<file path="src/rtl/pipe_sequencer.sv">
// Game-flow controller: owns the idle/load/run/over state machine,
// scrolls both pipes per frame tick, fetches gap heights and keeps score.
module pipe_sequencer #(
    parameter int SCREEN_W     = 640,
    parameter int PIPE_SPACING = 320,
    parameter int SPEED        = 2,
    parameter int BIRD_X       = 200
) (
    input  logic        Clks,
    input  logic        Reset,
    input  logic        Button,
    input  logic        Tick,
    input  logic        Collision,
    input  logic [15:0] GapIn,
    input  logic        GapValid,
    output logic        GapReq,
    output logic        GapSel,
    output logic [15:0] PipesPosition1,
    output logic [15:0] PipesPosition2,
    output logic [15:0] Gap1,
    output logic [15:0] Gap2,
    output logic [15:0] Score,
    output logic [1:0]  State,
    output logic        Running
);

    typedef enum logic [1:0] {
        IDLE = 2'd0,
        LOAD = 2'd1,
        RUN  = 2'd2,
        OVER = 2'd3
    } state_t;

    localparam logic [15:0] WRAP    = 16'(2 * PIPE_SPACING);
    localparam logic [15:0] STEP    = 16'(SPEED);
    localparam logic [15:0] P1_INIT = 16'(SCREEN_W);
    localparam logic [15:0] P2_INIT = 16'(SCREEN_W + PIPE_SPACING);
    localparam logic [15:0] BX      = 16'(BIRD_X);

    state_t      state, state_n;
    logic [15:0] pos1_n, pos2_n, gap1_n, gap2_n, score_n;
    logic        req_n, sel_n;
    logic        pend1, pend2, pend1_n, pend2_n;
    logic        button_q, press;
    logic [1:0]  hits;
    logic [16:0] score_sum;

    assign press = !Button && button_q;
    assign State = state;

    // Next-state, request engine, scrolling and scoring
    always_comb begin
        state_n   = state;
        pos1_n    = PipesPosition1;
        pos2_n    = PipesPosition2;
        gap1_n    = Gap1;
        gap2_n    = Gap2;
        score_n   = Score;
        req_n     = GapReq;
        sel_n     = GapSel;
        pend1_n   = pend1;
        pend2_n   = pend2;
        hits      = 2'd0;
        score_sum = {1'b0, Score};
        unique case (state)
            IDLE: begin
                if (press) begin
                    state_n = LOAD;
                    pend1_n = 1'b1;
                    pend2_n = 1'b1;
                end
            end
            LOAD, RUN: begin
                if (state == RUN && Collision) begin
                    state_n = OVER;
                    req_n   = 1'b0;
                    pend1_n = 1'b0;
                    pend2_n = 1'b0;
                end else begin
                    if (GapReq) begin
                        if (GapValid) begin
                            req_n = 1'b0;
                            if (GapSel) begin
                                gap2_n  = GapIn;
                                pend2_n = 1'b0;
                            end else begin
                                gap1_n  = GapIn;
                                pend1_n = 1'b0;
                            end
                        end
                    end else if (pend1 || pend2) begin
                        req_n = 1'b1;
                        sel_n = !pend1;
                    end
                    if (state == LOAD) begin
                        if (!pend1 && !pend2 && !GapReq) begin
                            state_n = RUN;
                        end
                    end else if (Tick) begin
                        // a wrap re-arms the fetch even if the same
                        // pipe's previous request is completing now
                        if (PipesPosition1 == 16'd0) begin
                            pos1_n  = WRAP;
                            pend1_n = 1'b1;
                        end else begin
                            pos1_n = PipesPosition1 - STEP;
                        end
                        if (PipesPosition2 == 16'd0) begin
                            pos2_n  = WRAP;
                            pend2_n = 1'b1;
                        end else begin
                            pos2_n = PipesPosition2 - STEP;
                        end
                        hits = {1'b0, PipesPosition1 == BX}
                             + {1'b0, PipesPosition2 == BX};
                    end
                end
            end
            OVER: begin
                if (press) begin
                    state_n = IDLE;
                    pos1_n  = P1_INIT;
                    pos2_n  = P2_INIT;
                    gap1_n  = 16'd0;
                    gap2_n  = 16'd0;
                    score_n = 16'd0;
                    pend1_n = 1'b0;
                    pend2_n = 1'b0;
                end
            end
        endcase
        if (hits != 2'd0) begin
            score_sum = {1'b0, Score} + {15'd0, hits};
            score_n   = score_sum[16] ? 16'hFFFF : score_sum[15:0];
        end
    end

    // Register all state and outputs; synchronous active-low reset
    always_ff @(posedge Clks) begin
        if (!Reset) begin
            state          <= IDLE;
            PipesPosition1 <= P1_INIT;
            PipesPosition2 <= P2_INIT;
            Gap1           <= 16'd0;
            Gap2           <= 16'd0;
            Score          <= 16'd0;
            GapReq         <= 1'b0;
            GapSel         <= 1'b0;
            pend1          <= 1'b0;
            pend2          <= 1'b0;
            button_q       <= 1'b1;
            Running        <= 1'b0;
        end else begin
            state          <= state_n;
            PipesPosition1 <= pos1_n;
            PipesPosition2 <= pos2_n;
            Gap1           <= gap1_n;
            Gap2           <= gap2_n;
            Score          <= score_n;
            GapReq         <= req_n;
            GapSel         <= sel_n;
            pend1          <= pend1_n;
            pend2          <= pend2_n;
            button_q       <= Button;
            Running        <= (state_n == RUN);
        end
    end

endmodule
</file>
<file path="config.mk">
export PLATFORM = sky130hd
export DESIGN_NAME = pipe_sequencer
export DESIGN_NICKNAME = d
export VERILOG_FILES = /design/src/rtl/pipe_sequencer.sv
export SDC_FILE = /design/constraint.sdc
export NUM_CORES = 1
export LEC_CHECK = 0
export BUFFER_PORTS_ARGS = -buffer_cell sky130_fd_sc_hd__buf_2
export CAP_MARGIN = 20
export CELL_PAD_IN_SITES_DETAIL_PLACEMENT = 1
export CELL_PAD_IN_SITES_GLOBAL_PLACEMENT = 2
export CORE_UTILIZATION = 28
export DETAILED_ROUTE_END_ITERATION = 7
export PLACE_DENSITY_LB_ADDON = 0.08
export SYNTH_ARGS = -nofsm -noshare
export SYNTH_HDL_FRONTEND = slang
export SYNTH_SLANG_ARGS = --single-unit
export TNS_END_PERCENT = 5
</file>
<file path="constraint.sdc">
create_clock -name Clks -period 3.1 [get_ports Clks]
set_clock_uncertainty 0.05 [all_clocks]
set_input_delay 0.155 -clock Clks [delete_from_list [all_inputs] [get_ports Clks]]
set_output_delay 0.155 -clock Clks [all_outputs]
set_load 0.005 [all_outputs]
</file>
Yosys cells after proc, flatten, opt, wreduce, memory -nomap -nowiden:

Index checks and enable logic that the tools add are counted.

* register bits: 88
* logic and storage cells: 114
* input bits: 22

* eq/ne operators: 15
* add/subtract/negate cells: 4
* bitwise gates (word level): 2
* reduce and logical (&&, ||, !) cells: 23
* mux-type cells: 58

Operators with widths (count)
* two-way mux 16 bit: 22
* case mux 16 bit (2 select lines): 4
* equality test 16 x 8 -> 1 bit (second input constant): 2
* zero test 16 bit: 2
* subtractor 16 x 2 -> 16 bit (second input constant): 2
* two-way mux 1 bit: 20
* two-way mux 2 bit: 9
* != test 2 bit (second input constant): 9
* adder 16 x 2 -> 17 bit: 1
* AND reduction 6 bit: 2
* nonzero test 2 bit: 4
* equality test 2 bit (second input constant): 3
* case mux 1 bit (3 select lines): 2
* case mux 2 bit (3 select lines): 1
* AND reduction 5 bit: 1
* logical AND 1 bit: 4
* zero test 1 bit: 4
* AND reduction 2 bit: 2
* AND reduction 4 bit: 1
* adder 1 x 1 -> 2 bit: 1
* equality test 2 x 1 -> 1 bit (second input constant): 1
* zero test 2 bit: 1
* inverter 1 bit: 2
* OR reduction 2 bit: 1
* logical OR 1 bit: 1

Logic depth before layout (Yosys ltp):

* word-level depth: 9
* mapped depth: 15

Worst setup path before layout:

Ideal clock, no wire load.

* path type: flip-flop to flip-flop
* start: reg PipesPosition1[11]
* end: reg Score[14]
* clock period less this slack: 3457 ps
* arrival time: 3292 ps
* cell stages (with the launch flop): 15
* library setup time: 115 ps
* slack: -357 ps
* path through: dfxtp_1 > buf_6 > or4_4 > nor3_4 > and3_1 > ha_1 > and3_1 > ha_1 > inv_1 > fa_1 > and3b_1 > nand4_2 > or3b_2 > a21oi_1 > nor2_1

* cells in the longest elaborated chain, start to end: 9
* elaborated cells between the ends (all ways): 13

Ends and longest elaborated chain
* start, declared: line 18 `output logic [15:0] PipesPosition1,`
* start signal, assigned: line 155 `PipesPosition1 <= pos1_n;`
* equality test 16 x 8 -> 1 bit (*): line 114 `hits = {1'b0, PipesPosition1 == BX}`
* adder 1 x 1 -> 2 bit (*): line 115 `+ {1'b0, PipesPosition2 == BX};`
* two-way mux 2 bit (*): line 99 `end else if (Tick) begin`
* two-way mux 2 bit (*): line 95 `if (state == LOAD) begin`
* two-way mux 2 bit (*): line 74 `if (state == RUN && Collision) begin`
* two-way mux 2 bit (*): line 65 `unique case (state)`
* adder 16 x 2 -> 17 bit or nonzero test 2 bit (tied branches): line 133, 132
* two-way mux 16 bit or nonzero test 2 bit (tied branches)
* two-way mux 16 bit or AND reduction 2 bit (tied branches)
* end signal, assigned: line 159 `Score <= score_n;`
* end, declared: line 22 `output logic [15:0] Score,`

Every way passes the cells marked *; elsewhere a longest branch is shown, timed or not.
A chain may end at the register's enable or synchronous reset.

Worst setup path after layout:

* start: reg PipesPosition1[12]
* end: reg Score[14]

Same word-level chain as after synthesis.

==> impl_results.md <==
- TNS Setup: -810 ps
- Final setup fails: 14
- Seq/Total Area, Yosys: 0.388
- Overall routing resource usage: 0.187
- Clk Latency, worst-skew pair: 360 ps
- Routed vias/inst: 5.05
- CTS Buf Count: 9
- Number of max-slew violations in the final report: 0
- Static Leakage: 2.47 nW
- Sink Count: 86
- Crit path kind: flip-flop to flip-flop
- I/O Pins: 107
- Pin count of the biggest net entering global routing: 36
- DRC viols: 0
- Core Area: 15,300 sq um
- Tmin final: 3210 ps
- Tightest Pin Transition: 754 ps
- Via count: 4,522
- Synthesized area: 4440 sq um
- Die X: 128 microns
- RePlAce Congestion: 0.777
- Worst-path fanout max: 5
- First-pass GRT wire length: 24,200 microns
- Worst setup SP type: flip-flop
- CTS tree: yes
- 1st-iter DRT viols: 283
- Arr. time, crit path: 3410 ps
- Vias in the first global route: 4,684
- Share of layout cells above drive strength 1: 0.311
- Async S/R FF share, synth: 0
- Final HPWL DP: 10,500 microns
- Final wirelength: 14,600 microns
- MaxCap Viol Count: 0
- Top FF cell, synth: dfxtp_1
- Final net count: 712
- RSZ-0062 raised after global routing: true
- Core Rows: 45
- Most common cell after layout, fill and taps aside: buf_2
- Post-Syn Instances: 534
- Synth cell types: 69
- Maximum VDD drop: 0.000256 V
- Grt ovf: 0
- Hold Vio Cnt, Final: 0
- Fin worst setup slack: -114 ps
- Clock root cell: clkbuf_16
- Req. time, crit path: 3300 ps
- DR WL/cell: 16.4 microns
- Fillers: 1,856
- Initial antenna violation count: 0
- Hold Path Class: input port to flip-flop
- Avg Inst Size Synth: 8.32 sq um
- Most frequent cells in the layout: buf_2, dfxtp_1, nor2_1
- Failing checks: negative setup slack
- Ys Warns: 0
- H-tree depth: 3
- Clk slew on worst S/H paths: 70 ps
- EDFF count, synth: 0
- Synth Register Bits: 86
- Die area: 16,400 sq um
- # port buffers: 104
- Die Y: 128 microns
- DR pass1 iterations: 4
- Placed Instances: 876
- Power per cell area: 455 nW/um^2
- Final period util: 1.04
- Fin cells: 895
- Area delta synth->final: 32.7%
- Post-layout util: 0.385
- Fmax achieved: 0.311 GHz
- Post-route ant nets: 0
- Final Power: 0.00268 W
- Crit end category: flip-flop
- Diode count: 0
- Status: finished with violations
- Clock buffer depth: 2
- Starting Density: 0.290
- Max-slew headroom: 0.490
## area by class of cell
| type | count | area, sq um | area share |
|---|---|---|---|
| Multi-Input combinational cell | 412 | 2650 | 0.449 |
| Sequential cell | 86 | 1720 | 0.293 |
| Timing Repair Buffer | 156 | 917 | 0.156 |
| Tap cell | 211 | 264 | 0.0448 |
| Clock buffer | 9 | 225 | 0.0382 |
| Clock inverter | 7 | 63.8 | 0.0108 |
| Inverter | 14 | 52.6 | 0.00892 |
## per-layer routing
layer	GRT usage	up-vias	routed length (microns)	share of wire
met1	0.229	2204	6680	0.46
met2	0.328	92	7160	0.49
met3	0.0338	16	586	0.040
met5	0	-	0	0
met4	0.0678	0	214	0.015
li1	-	2210	-	-
## logic make-up (layout without fill, tap and decap cells)
| group | after synthesis | in the layout | synth area share |
|---|---|---|---|
| adders and majority gates | 11 | 11 | 0.0327 |
| muxes | 32 | 32 | 0.0721 |
| buffers and inverters | 37 | 186 | 0.0411 |
| DFF | 86 | 86 | 0.388 |
| AOI/OAI and AO/OA | 128 | 128 | 0.178 |
| and+or+nand+nor | 236 | 236 | 0.281 |
| other | 1 | 2 | 0.000844 |
| xor gates and xnor gates | 3 | 3 | 0.00592 |
## synthesized netlist by cell type (2+ instances only)
| cell type | instances | area [sq um] |
|---|---|---|
| inv_1 | 13 | 48.8 |
| nand3b_1 | 5 | 37.5 |
| a21o_1 | 5 | 37.5 |
| nand2_1 | 36 | 135 |
| or3_1 | 4 | 25.0 |
| a21oi_1 | 38 | 190 |
| o31ai_1 | 4 | 30.0 |
| nand3_1 | 18 | 90.1 |
| mux2i_1 | 32 | 320 |
| dfxtp_1 | 86 | 1720 |
| and3_1 | 9 | 56.3 |
| and2_1 | 6 | 37.5 |
| nor2_1 | 73 | 274 |
| nor3_2 | 3 | 30.0 |
| nand4b_1 | 4 | 35.0 |
| xor2_1 | 3 | 26.3 |
| nand4_1 | 5 | 31.3 |
| o22ai_1 | 2 | 12.5 |
| buf_2 | 5 | 25.0 |
| nor2_2 | 3 | 18.8 |
| o211ai_1 | 3 | 22.5 |
| buf_4 | 4 | 30.0 |
| nand2b_1 | 4 | 25.0 |
| or4_1 | 2 | 15.0 |
| o2bb2ai_1 | 2 | 17.5 |
| nor4_1 | 8 | 50.1 |
| nor3_1 | 16 | 80.1 |
| nor4b_1 | 2 | 17.5 |
| o21ai_0 | 39 | 195 |
| a31oi_1 | 11 | 68.8 |
| a21oi_2 | 2 | 17.5 |
| or2_2 | 3 | 18.8 |
| clkbuf_1 | 10 | 37.5 |
| o21a_1 | 6 | 45.0 |
| nor2b_1 | 21 | 131 |
| ha_1 | 10 | 125 |
| and3b_1 | 3 | 26.3 |
| buf_6 | 3 | 33.8 |
## worst max-delay path: stages, from the launching register on
cell and delay [ps]:
dfxtp_2 320, or4_4 560, nor3_4 190, and3_4 230, ha_4 130, and3_4 180
ha_4 130, inv_2 30, fa_2 320, and3b_2 300, nand4_4 110, or3b_4 400
a21oi_2 130, nor2_1 50
## report_power, final
group | internal (W) | switching, W | leakage [nW]
Clock | 0.000562 | 0.000516 | 0.136
Combinational | 0.000179 | 0.000256 | 1.63
Sequential | 0.00114 | 0.0000262 | 0.697
## timing repair
item	in CTS	in global routing
buffers inserted	0	2
setup endpoints to repair	16	16
hold endpoints to repair	1	0
resized for setup	8	15
pin swaps	0	7
hold buffers	1	0
## metrics by stage
| stage | hold slack (ps) | worst slack [ps] | area (sq um) |
|---|---|---|---|
| after floorplan | 206 | -16.5 | 4480 |
| after global routing | 148 | -251 | 5890 |
| after detailed placement | 338 | -111 | 5500 |
| final | 118 | -114 | 5890 |
| after global placement | 329 | -39.2 | 5500 |
| after CTS | 110 | -104 | 5820 |
## state kept, by name (all words and copies together), names as in the netlist, 2 cells and up
name            cells
Gap2               16
PipesPosition1     15
Score              16
State               2
Gap1               16
PipesPosition2     15
## path summary, 6_finish.rpt
kind,from,to,slack (ps),cells after the start
hold reg to reg,Score[14]$_SDFFE_PN0P_,Score[14]$_SDFFE_PN0P_,440,2
hold / removal,GapValid,GapReq$_SDFFE_PN0N_,120,4
setup reg to reg,PipesPosition1[12]$_SDFFE_PN0P_,Score[14]$_SDFFE_PN0P_,-110,13
setup / recovery,PipesPosition1[12]$_SDFFE_PN0P_,Score[14]$_SDFFE_PN0P_,-110,13
Note: power is estimated with default switching activity, not from simulation.
